`config.mk`:
```
export PLATFORM = sky130hd
export DESIGN_NAME = food_placer
export DESIGN_NICKNAME = d
export VERILOG_FILES = /design/src/rtl/snake_pkg.sv /design/src/rtl/coord_in_range.sv /design/src/rtl/food_placer.sv
export SDC_FILE = /design/constraint.sdc
export NUM_CORES = 1
export LEC_CHECK = 0
export ABC_AREA = 1
export CAP_MARGIN = 30
export CORE_MARGIN = 2
export CORE_UTILIZATION = 30
export CTS_BUF_LIST = sky130_fd_sc_hd__clkbuf_4 sky130_fd_sc_hd__clkbuf_8 sky130_fd_sc_hd__clkbuf_16
export CTS_CLUSTER_DIAMETER = 50
export DETAILED_ROUTE_END_ITERATION = 6
export SYNTH_ARGS = -nofsm -noshare
export SYNTH_HDL_FRONTEND = slang
export SYNTH_SLANG_ARGS = --single-unit
```
`constraint.sdc`:
```
create_clock -name clk -period 1.41 [get_ports clk]
set_input_delay 0.282 -clock clk [delete_from_list [all_inputs] [get_ports clk]]
set_output_delay 0.282 -clock clk [all_outputs]
set_load 0.1 [all_outputs]
```
`src/rtl/snake_pkg.sv`:
```
// rtl/snake_pkg.sv - shared grid geometry and placer state encoding
// Purpose: default playfield size, coordinate widths and the food placer
//          state enumeration used by food_placer and coord_in_range.
// Ports:   none (package).
package snake_pkg;

  localparam int GRID_W_DEF = 160;
  localparam int GRID_H_DEF = 120;
  localparam int X_W        = 8;
  localparam int Y_W        = 7;

  typedef enum logic [1:0] {
    ST_IDLE   = 2'd0,
    ST_DRAW   = 2'd1,
    ST_SAMPLE = 2'd2,
    ST_QUERY  = 2'd3
  } placer_state_t;

endpackage

```
`src/rtl/coord_in_range.sv`:
```
// rtl/coord_in_range.sv - combinational playfield bounds check
// Purpose: flags whether an (x, y) cell lies inside a GRID_W x GRID_H field.
// Ports:
//   x        in  X_W  column to test
//   y        in  Y_W  row to test
//   in_range out 1    1 = x < GRID_W and y < GRID_H (unsigned)
module coord_in_range
  import snake_pkg::*;
#(
  parameter int GRID_W = GRID_W_DEF,
  parameter int GRID_H = GRID_H_DEF
) (
  input  logic [X_W-1:0] x,
  input  logic [Y_W-1:0] y,
  output logic           in_range
);

  // Limits carry one extra bit so a full-width grid (256 / 128) still
  // compares correctly: every coordinate is then in range.
  localparam logic [X_W:0] LIM_X = (X_W + 1)'(GRID_W);
  localparam logic [Y_W:0] LIM_Y = (Y_W + 1)'(GRID_H);

  assign in_range = ({1'b0, x} < LIM_X) && ({1'b0, y} < LIM_Y);

endmodule

```
`src/rtl/food_placer.sv`:
```
// rtl/food_placer.sv - picks a random unoccupied cell for the next food item
// Purpose: on a place request, draws (rand_x, rand_y) from external LFSRs,
//          rejects out-of-field draws and cells occupied by the snake, and
//          publishes the first acceptable cell as the food position.
// Build option: FOOD_RETRY_LIMIT_EN - when defined, MAX_TRIES rejections
//          abort the search with a one-cycle fail pulse; when undefined the
//          search is unbounded and fail is tied low.
// Ports:
//   clk, reset         in   clock, synchronous active-high reset
//   place              in   single-cycle request (ignored while busy)
//   rand_x / rand_y    in   LFSR outputs (8 / 7 bits)
//   rand_ce            out  LFSR advance strobe, high only in DRAW
//   occ_req            out  occupancy query valid (QUERY state)
//   occ_x / occ_y      out  cell being queried, stable while occ_req
//   occ_ack / occ_hit  in   query done / cell occupied
//   food_x / food_y    out  last accepted food cell
//   food_valid         out  food_x/food_y hold an accepted cell
//   busy               out  FSM not idle
//   fail               out  one-cycle pulse when retries are exhausted
module food_placer
  import snake_pkg::*;
#(
  parameter int GRID_W    = GRID_W_DEF,
  parameter int GRID_H    = GRID_H_DEF,
  parameter int MAX_TRIES = 64
) (
  input  logic           clk,
  input  logic           reset,
  input  logic           place,
  input  logic [X_W-1:0] rand_x,
  input  logic [Y_W-1:0] rand_y,
  output logic           rand_ce,
  output logic           occ_req,
  output logic [X_W-1:0] occ_x,
  output logic [Y_W-1:0] occ_y,
  input  logic           occ_ack,
  input  logic           occ_hit,
  output logic [X_W-1:0] food_x,
  output logic [Y_W-1:0] food_y,
  output logic           food_valid,
  output logic           busy,
  output logic           fail
);

  if (GRID_W < 1 || GRID_W > 256) begin : g_bad_grid_w
    $error("food_placer: GRID_W must be 1..256");
  end
  if (GRID_H < 1 || GRID_H > 128) begin : g_bad_grid_h
    $error("food_placer: GRID_H must be 1..128");
  end
  if (MAX_TRIES < 1) begin : g_bad_max_tries
    $error("food_placer: MAX_TRIES must be at least 1");
  end

  placer_state_t state, state_next;

  logic           in_range;
  logic           start;
  logic           load_cand;
  logic           accept;
  logic           reject;
  logic           give_up;
  logic [X_W-1:0] cand_x;
  logic [Y_W-1:0] cand_y;

  // Range check looks at the live LFSR outputs so SAMPLE can decide in the
  // same cycle it latches the candidate.
  coord_in_range #(
    .GRID_W (GRID_W),
    .GRID_H (GRID_H)
  ) u_range (
    .x        (rand_x),
    .y        (rand_y),
    .in_range (in_range)
  );

`ifdef FOOD_RETRY_LIMIT_EN
  localparam int               TRY_W    = $clog2(MAX_TRIES + 1);
  localparam logic [TRY_W-1:0] TRY_LAST = TRY_W'(MAX_TRIES - 1);
  localparam logic [TRY_W-1:0] TRY_MAX  = TRY_W'(MAX_TRIES);

  logic [TRY_W-1:0] try_cnt;
  logic             fail_q;

  // A rejection seen while the count is already MAX_TRIES-1 is the one
  // that brings it to MAX_TRIES.
  assign give_up = reject && (try_cnt >= TRY_LAST);

  always_ff @(posedge clk) begin
    if (reset) begin
      try_cnt <= '0;
      fail_q  <= 1'b0;
    end else begin
      fail_q <= give_up;
      if (start) begin
        try_cnt <= '0;
      end else if (reject && (try_cnt != TRY_MAX)) begin
        try_cnt <= try_cnt + TRY_W'(1);
      end
    end
  end

  assign fail = fail_q;
`else
  assign give_up = 1'b0;
  assign fail    = 1'b0;
`endif

  always_ff @(posedge clk) begin
    if (reset) begin
      state <= ST_IDLE;
    end else begin
      state <= state_next;
    end
  end

  always_comb begin
    state_next = state;
    rand_ce    = 1'b0;
    occ_req    = 1'b0;
    start      = 1'b0;
    load_cand  = 1'b0;
    accept     = 1'b0;
    reject     = 1'b0;
    unique case (state)
      ST_IDLE: begin
        if (place) begin
          start      = 1'b1;
          state_next = ST_DRAW;
        end
      end
      ST_DRAW: begin
        rand_ce    = 1'b1;
        state_next = ST_SAMPLE;
      end
      ST_SAMPLE: begin
        load_cand = 1'b1;
        if (!in_range) begin
          reject     = 1'b1;
          state_next = ST_DRAW;
        end else begin
          state_next = ST_QUERY;
        end
      end
      ST_QUERY: begin
        occ_req = 1'b1;
        if (occ_ack) begin
          if (occ_hit) begin
            reject     = 1'b1;
            state_next = ST_DRAW;
          end else begin
            accept     = 1'b1;
            state_next = ST_IDLE;
          end
        end
      end
      default: state_next = ST_IDLE;
    endcase
    if (give_up) begin
      state_next = ST_IDLE;
    end
  end

  always_ff @(posedge clk) begin
    if (reset) begin
      cand_x     <= '0;
      cand_y     <= '0;
      food_x     <= '0;
      food_y     <= '0;
      food_valid <= 1'b0;
    end else begin
      if (start) begin
        food_valid <= 1'b0;
      end
      if (load_cand) begin
        cand_x <= rand_x;
        cand_y <= rand_y;
      end
      if (accept) begin
        food_x     <= cand_x;
        food_y     <= cand_y;
        food_valid <= 1'b1;
      end
    end
  end

  // Candidate registers only change in SAMPLE, so the query address is
  // naturally stable for the whole QUERY wait.
  assign occ_x = cand_x;
  assign occ_y = cand_y;
  assign busy  = (state != ST_IDLE);

endmodule

```
==> results of run 1 <==
## stage by stage
stage,std cells,utilization [%],instance area [um2],hold slack (ps),TNS (ps)
final,273,56.9,2260,503,0
after global routing,273,56.9,2260,521,0
after CTS,273,56.9,2260,505,0
after detailed placement,265,54.7,2170,493,-823
after global placement,265,54.7,2170,496,-914
after floorplan,163,-,1230,351,0
## registers in the layout (all words and copies together), names as in the netlist
name        cells
food_valid      1
food_x          8
food_y          7
occ_x           8
occ_y           7
state           2
## tightest hold or removal path, cell delays in order (launching register included)
cell and delay, ps:
dfxtp_1 340, nand2_1 70, a21oi_1 50
## layout make-up
cell class                      count  area share [%]
Timing Repair Buffer               60            40.8
Sequential cell                    33            29.2
Multi-Input combinational cell    111            21.4
Clock buffer                        5            3.04
Tap cell                           50            2.77
Inverter                           11            1.99
Clock inverter                      3           0.775
## cell usage in the layout (no fill, tap or decap), drive strengths merged
cell type,instances
conb,1
dfxtp,33
clkbuf,5
nor2,61
nor3,1
clkinv,2
nand2,11
clkdlybuf4s50,19
clkinvlp,2
buf,41
a21oi,2
inv,10
o21ai,32
nand3,3
## logic make-up after synthesis
| family | Yosys count | synth area share, % |
|---|---|---|
| other | 1 | 0.306 |
| buffers and inverters | 19 | 7.25 |
| flip-flops | 33 | 53.9 |
| AO/OA/AOI/OAI | 34 | 13.9 |
| AND/OR/NAND/NOR | 76 | 24.6 |
## Yosys cell counts (all sizes together)
library cell / count
nor3: 1
a21oi: 2
nand3: 3
inv: 11
buf: 5
conb: 1
nand2: 11
clkbuf: 3
o21ai: 32
dfxtp: 33
nor2: 61
## final timing paths
path | start | endpoint | slack (ps) | depth (start not counted)
hold reg to reg | food_valid | food_valid | 500 | 2
setup / recovery | state[0] | occ_req | 60 | 3
setup reg to reg | state[1] | occ_x[7] | 210 | 5
hold / removal | food_valid | food_valid | 500 | 2
## layer usage
layer,GRT usage (%),vias to the layer above,wire [um]
met5,0,-,0
met4,5.75,0,22
met3,5.92,2,260
met2,23.0,35,1420
met1,18.0,505,1400
li1,-,628,-
## power by group through the flow
stage	Sequential, W	Combinational (W)	Clock, W
after global placement	0.00108	0.000906	0
after detailed placement	0.00108	0.000911	0
after global routing	0.00107	0.000945	0.000747
after floorplan	0.00141	0.000211	0
final	0.00106	0.000907	0.000674
after CTS	0.00106	0.000912	0.000697
## repair_timing
item | in CTS | in global routing
resized for setup | 1 | 0
buffers inserted | 0 | 0
endpoints found under the setup margin | 1 | 0
==> flow_metrics.py, run 1 <==
metrics = {
    "grt": {
        "track_usage_pct": 14.7,
        "antenna_found_initial": 0,
        "grt-ovfl-total": 0,
        "grt_pass1_vias": 1102,
        "grt_pass1_wl_um": 5020,
        "grt_start_max_net_pins": 22,
    },
    "floorplan": {
        "dieArea_mm2": 0.00461,
        "num_rows": 23,
        "floorplan.core_area_mm2": 0.00397,
        "die_y_um": 67.9,
        "initial_core_util_pct": 30.8,
        "num_io_pins": 55,
        "die_w_um": 67.9,
    },
    "placed_design": {
        "portBuffers": 53,
        "dp.final_hpwl_um": 2240,
        "finalWeightedCongestion": 0.720,
        "dpl_worst_slack_ps": -74.3,
    },
    "route": {
        "via_per_inst": 4.29,
        "routed_wl_um": 3110,
        "first_iter_violations": 74,
        "ant_nets": 0,
        "wire_per_inst_um": 11.4,
        "via_count": 1170,
        "drt_first_pass_iters": 4,
        "drc_errors": 0,
    },
    "cells_and_area": {
        "seq_area_um2": 661,
        "n_fill_cell": 347,
        "area.growth.synth_to_final_pct": 84.6,
        "multi_input_comb_area_um2": 483,
        "drive_gt1_share_pct": 24.7,
        "antenna_cells": 0,
        "layout.nets": 242,
    },
    "worst_setup_path": {
        "critical-path-top-delay-family": "flip-flops",
        "cp_max_fo": 5,
        "crit_path_end_kind": "output pin",
        "max_stage_delay_ps": 400,
        "crit_required_ps": 1130,
        "path_cells": "nand2_2, clkinvlp_4, buf_12",
        "cpMaxStageDelayCell": "dfxtp_1",
        "cp_data_arrival_time_ps": 1060,
        "cp_num_buf_inv": 2,
        "cp-start-kind": "flop",
        "crit_type": "reg -> out",
    },
    "cts": {
        "clk_latency_ps": 280,
        "max-clock-path-buffers": 2,
        "tritoncts": "built",
        "cts_max_level": 2,
        "clock-root-buffer": "clkbuf_8",
        "clk_pin_slew_ps": 70,
        "cts_buffers": 5,
        "cts_num_sinks": 33,
        "holdBufCountCts": 0,
    },
    "synthesis": {
        "syn_inst": 163,
        "mappedNetlistArea_mm2": 0.00122,
        "ys_seq_area_share_pct": 53.9,
        "syn_nets": 183,
        "synth_top_area_cell": "dfxtp_1",
        "synth_area_leaders": "dfxtp_1, nor2_1, o21ai_0",
        "syn_area_per_cell_um2": 7.51,
        "yosysUniqueCellTypes": 16,
        "ys_seq_elements": 33,
        "ys_warn_count": 0,
        "synth_top_area_share_pct": 53.9,
    },
    "timing": {
        "setup_viol": 0,
        "slew-limit-headroom_pct": 65.7,
        "hold_viol_final": 0,
        "drv_slew": 0,
        "worst_pin_slew_ps": 514,
        "fmax_mhz": 743,
        "rsz0062_at_grt": "no",
        "finalCritPeriodShare_pct": 95.5,
        "fin_skew_ps": 4.88,
        "timing.final.ws_setup_ps": 64.0,
        "period_needed_ps": 1350,
    },
    "pwr": {
        "power_frac_seq_pct": 40.2,
        "power_switching_w": 0.000992,
        "clkPwrFrac_pct": 25.5,
        "p_per_area_mw_per_mm2": 1170,
        "switching_share_pct": 37.5,
        "vdd_drop_max_uv": 806,
        "p_int_w": 0.00165,
        "power_w": 0.00264,
        "comb_power_share_pct": 34.3,
        "power_leakage_nw": 1.02,
    },
    "run_status": {
        "outcome": "complete, no violations",
    },
    "run": {
        "cap_violations": 0,
    },
    "worst_hold_path": {
        "hold_path.class": "reg -> reg",
    },
}
(Power assumes the default switching activity.)
==> run 2, diff against run 1 <==
--- a/config.mk
+++ b/config.mk
@@ -8,10 +8,11 @@
 export ABC_AREA = 1
 export CAP_MARGIN = 30
 export CORE_MARGIN = 2
-export CORE_UTILIZATION = 30
+export CORE_UTILIZATION = 40
 export CTS_BUF_LIST = sky130_fd_sc_hd__clkbuf_4 sky130_fd_sc_hd__clkbuf_8 sky130_fd_sc_hd__clkbuf_16
 export CTS_CLUSTER_DIAMETER = 50
 export DETAILED_ROUTE_END_ITERATION = 6
+export PLACE_DENSITY = 0.77
 export SYNTH_ARGS = -nofsm -noshare
 export SYNTH_HDL_FRONTEND = slang
 export SYNTH_SLANG_ARGS = --single-unit
==> run 2 against run 1 <==
Die area shrank 24%. Final cell count fell by 6.2%. Non-clock buffer count unchanged. Maximum frequency shrank 1.3%. Worst hold slack improved by 19 ps. Flip-flop and latch count stayed put. Clock power shrank 11%. Register-to-register slack hardly changed. Worst setup slack worse by 18 ps. First-iteration DRC count is 50% lower.
==> flow_metrics.py, run 2 (same netlist as run 1, synthesis figures left out) <==
metrics = {
    "worst_hold_path": {
        "hp-start": "rand_y[1]",
        "hold-path-endpoint": "occ_y[1]",
        "hold_path.class": "in -> reg",
        "whs_path_depth": 3,
    },
    "pwr": {
        "clkPwrFrac_pct": 23.2,
        "comb_power_share_pct": 35.6,
        "switching_share_pct": 37.9,
        "p_int_w": 0.00161,
        "vdd_drop_max_uv": 734,
        "power_leakage_nw": 1.04,
        "power_switching_w": 0.000982,
        "power_frac_seq_pct": 41.2,
        "p_per_area_mw_per_mm2": 1140,
    },
    "timing": {
        "hold_viol_final": 0,
        "drv_slew": 0,
        "setup_viol": 0,
        "period_needed_ps": 1360,
        "whs_ps": 522,
        "worst_pin_slew_ps": 522,
        "fmax_mhz": 733,
        "fin_skew_ps": 9.03,
        "slew-limit-headroom_pct": 65.2,
        "finalCritPeriodShare_pct": 96.8,
    },
    "worst_setup_path": {
        "crit_required_ps": 1130,
        "crit_type": "reg -> out",
        "cp_max_fo": 3,
        "crit_path_end_kind": "output pin",
        "r2r-start": "state[1]",
        "regToRegEndpoint": "occ_x[7]",
        "cp-start-kind": "flop",
        "cp_data_arrival_time_ps": 1080,
        "rrSetupSlack_ps": 220,
        "r2r.worst_path.cells": 5,
    },
    "floorplan": {
        "dieArea_mm2": 0.00352,
        "num_rows": 20,
        "die_w_um": 59.3,
        "floorplan.core_area_mm2": 0.00298,
        "initial_core_util_pct": 41.1,
        "num_io_pins": 55,
        "die_y_um": 59.3,
    },
    "cts": {
        "clock-root-buffer": "clkbuf_4",
        "cts_num_sinks": 33,
        "max-clock-path-buffers": 2,
        "tritoncts": "built",
        "cts_max_level": 2,
        "clk_pin_slew_ps": 100,
        "clk_latency_ps": 330,
        "cts_buffers": 5,
    },
    "grt": {
        "antenna_found_initial": 0,
        "track_usage_pct": 22.3,
        "grt_pass1_vias": 1317,
        "grt_start_max_net_pins": 32,
        "grt-ovfl-total": 0,
        "grt_pass1_wl_um": 5830,
    },
    "route": {
        "routed_wl_um": 3300,
        "wire_per_inst_um": 12.9,
        "first_iter_violations": 37,
        "via_per_inst": 4.83,
        "drt_first_pass_iters": 4,
        "via_count": 1237,
        "ant_nets": 0,
        "drc_errors": 0,
    },
    "placed_design": {
        "portBuffers": 53,
        "finalWeightedCongestion": 0.749,
        "dp.final_hpwl_um": 2260,
    },
    "run_status": {
        "outcome": "complete, no violations",
    },
    "cells_and_area": {
        "antenna_cells": 0,
        "mostFrequentLayoutCell": "nor2_1",
        "drive_gt1_share_pct": 26.5,
        "layout_common_cells": "nor2_1, buf_12, o21ai_0",
        "layout.nets": 242,
        "postLayoutCoreUtil_pct": 76.1,
        "area.growth.synth_to_final_pct": 85.0,
    },
    "run": {
        "cap_violations": 0,
    },
}
run 2: cell types whose count changed in the layout (fill, tap and decap cells not counted), moves of 2 or more:
cell	change
clkbuf_8	-3
dfxtp_1	-2
dfxtp_4	+2
clkbuf_4	+5
buf_12	+2
buf_4	-2
run 2: repair_timing:
| action | CTS | global route |
|---|---|---|
| hold buffers | 0 | 0 |
| endpoints found under the hold margin | 0 | 0 |
| setup endpoints to repair | 3 | 3 |
| setup buffers | 1 | 1 |
| pin swaps | 0 | 2 |
| resized for setup | 2 | 7 |
run 2: layout make-up:
cell class | count | area (um2)
Clock inverter | 1 | 5.00
Multi-Input combinational cell | 111 | 490
Clock buffer | 7 | 65.1
Fill cell | 200 | 712
Tap cell | 33 | 41.3
Timing Repair Buffer | 60 | 948
Inverter | 11 | 47.5
Sequential cell | 33 | 668
run 2: worst max-delay path, stage by stage (launching register included):
cell        delay, ps
dfxtp_4           380
nand2_4            90
clkinvlp_4        100
buf_12            170
run 2: power by group through the flow:
stage / sequential [W] / combinational, W / clock (W)
after global placement: 0.00108 / 0.000908 / 0
after detailed placement: 0.00108 / 0.000916 / 0
after global routing: 0.00108 / 0.000961 / 0.000654
after CTS: 0.00106 / 0.000921 / 0.000613
final: 0.00107 / 0.000922 / 0.000601
after floorplan: 0.00141 / 0.000211 / 0
run 2: through the flow:
step / std cells / area [um2] / total power (W) / setup slack (ps) / TNS [ps]
2_1_floorplan: 163 / 1230 / 0.00162 / 17.7 / 0
3_3_place_gp: 246 / 2160 / 0.00199 / -40.3 / -540
5_1_grt: 256 / 2270 / 0.00269 / -3.89 / -3.89
3_5_place_dp: 246 / 2160 / 0.00200 / -114 / -1270
6_report: 256 / 2270 / 0.00259 / 45.8 / 0
4_1_cts: 255 / 2240 / 0.00260 / 2.58 / 0
run 2: worst max-delay path by stage:
| stage | start | to | slack, ps | cells after the start |
|---|---|---|---|---|
| final | state[1] | occ_req | 50 | 3 |
| after global routing | state[0] | occ_req | -4 | 3 |
| after CTS | state[1] | rand_ce | 3 | 4 |
| after detailed placement | occ_ack | food_x[0] | -110 | 7 |
| after global placement | occ_ack | food_y[0] | -40 | 7 |
| after floorplan | state[0] | state[1] | 20 | 6 |
run 2: routing by layer:
layer / wire length, um / share of wire [%] / up-vias / global-route usage [%]
li1: - / - / 632 / -
met1: 1430 / 43 / 562 / 26.1
met2: 1600 / 49 / 38 / 37.7
met3: 225 / 6.8 / 5 / 8.30
met4: 48 / 1.5 / 0 / 6.82
met5: 0 / 0 / - / 0
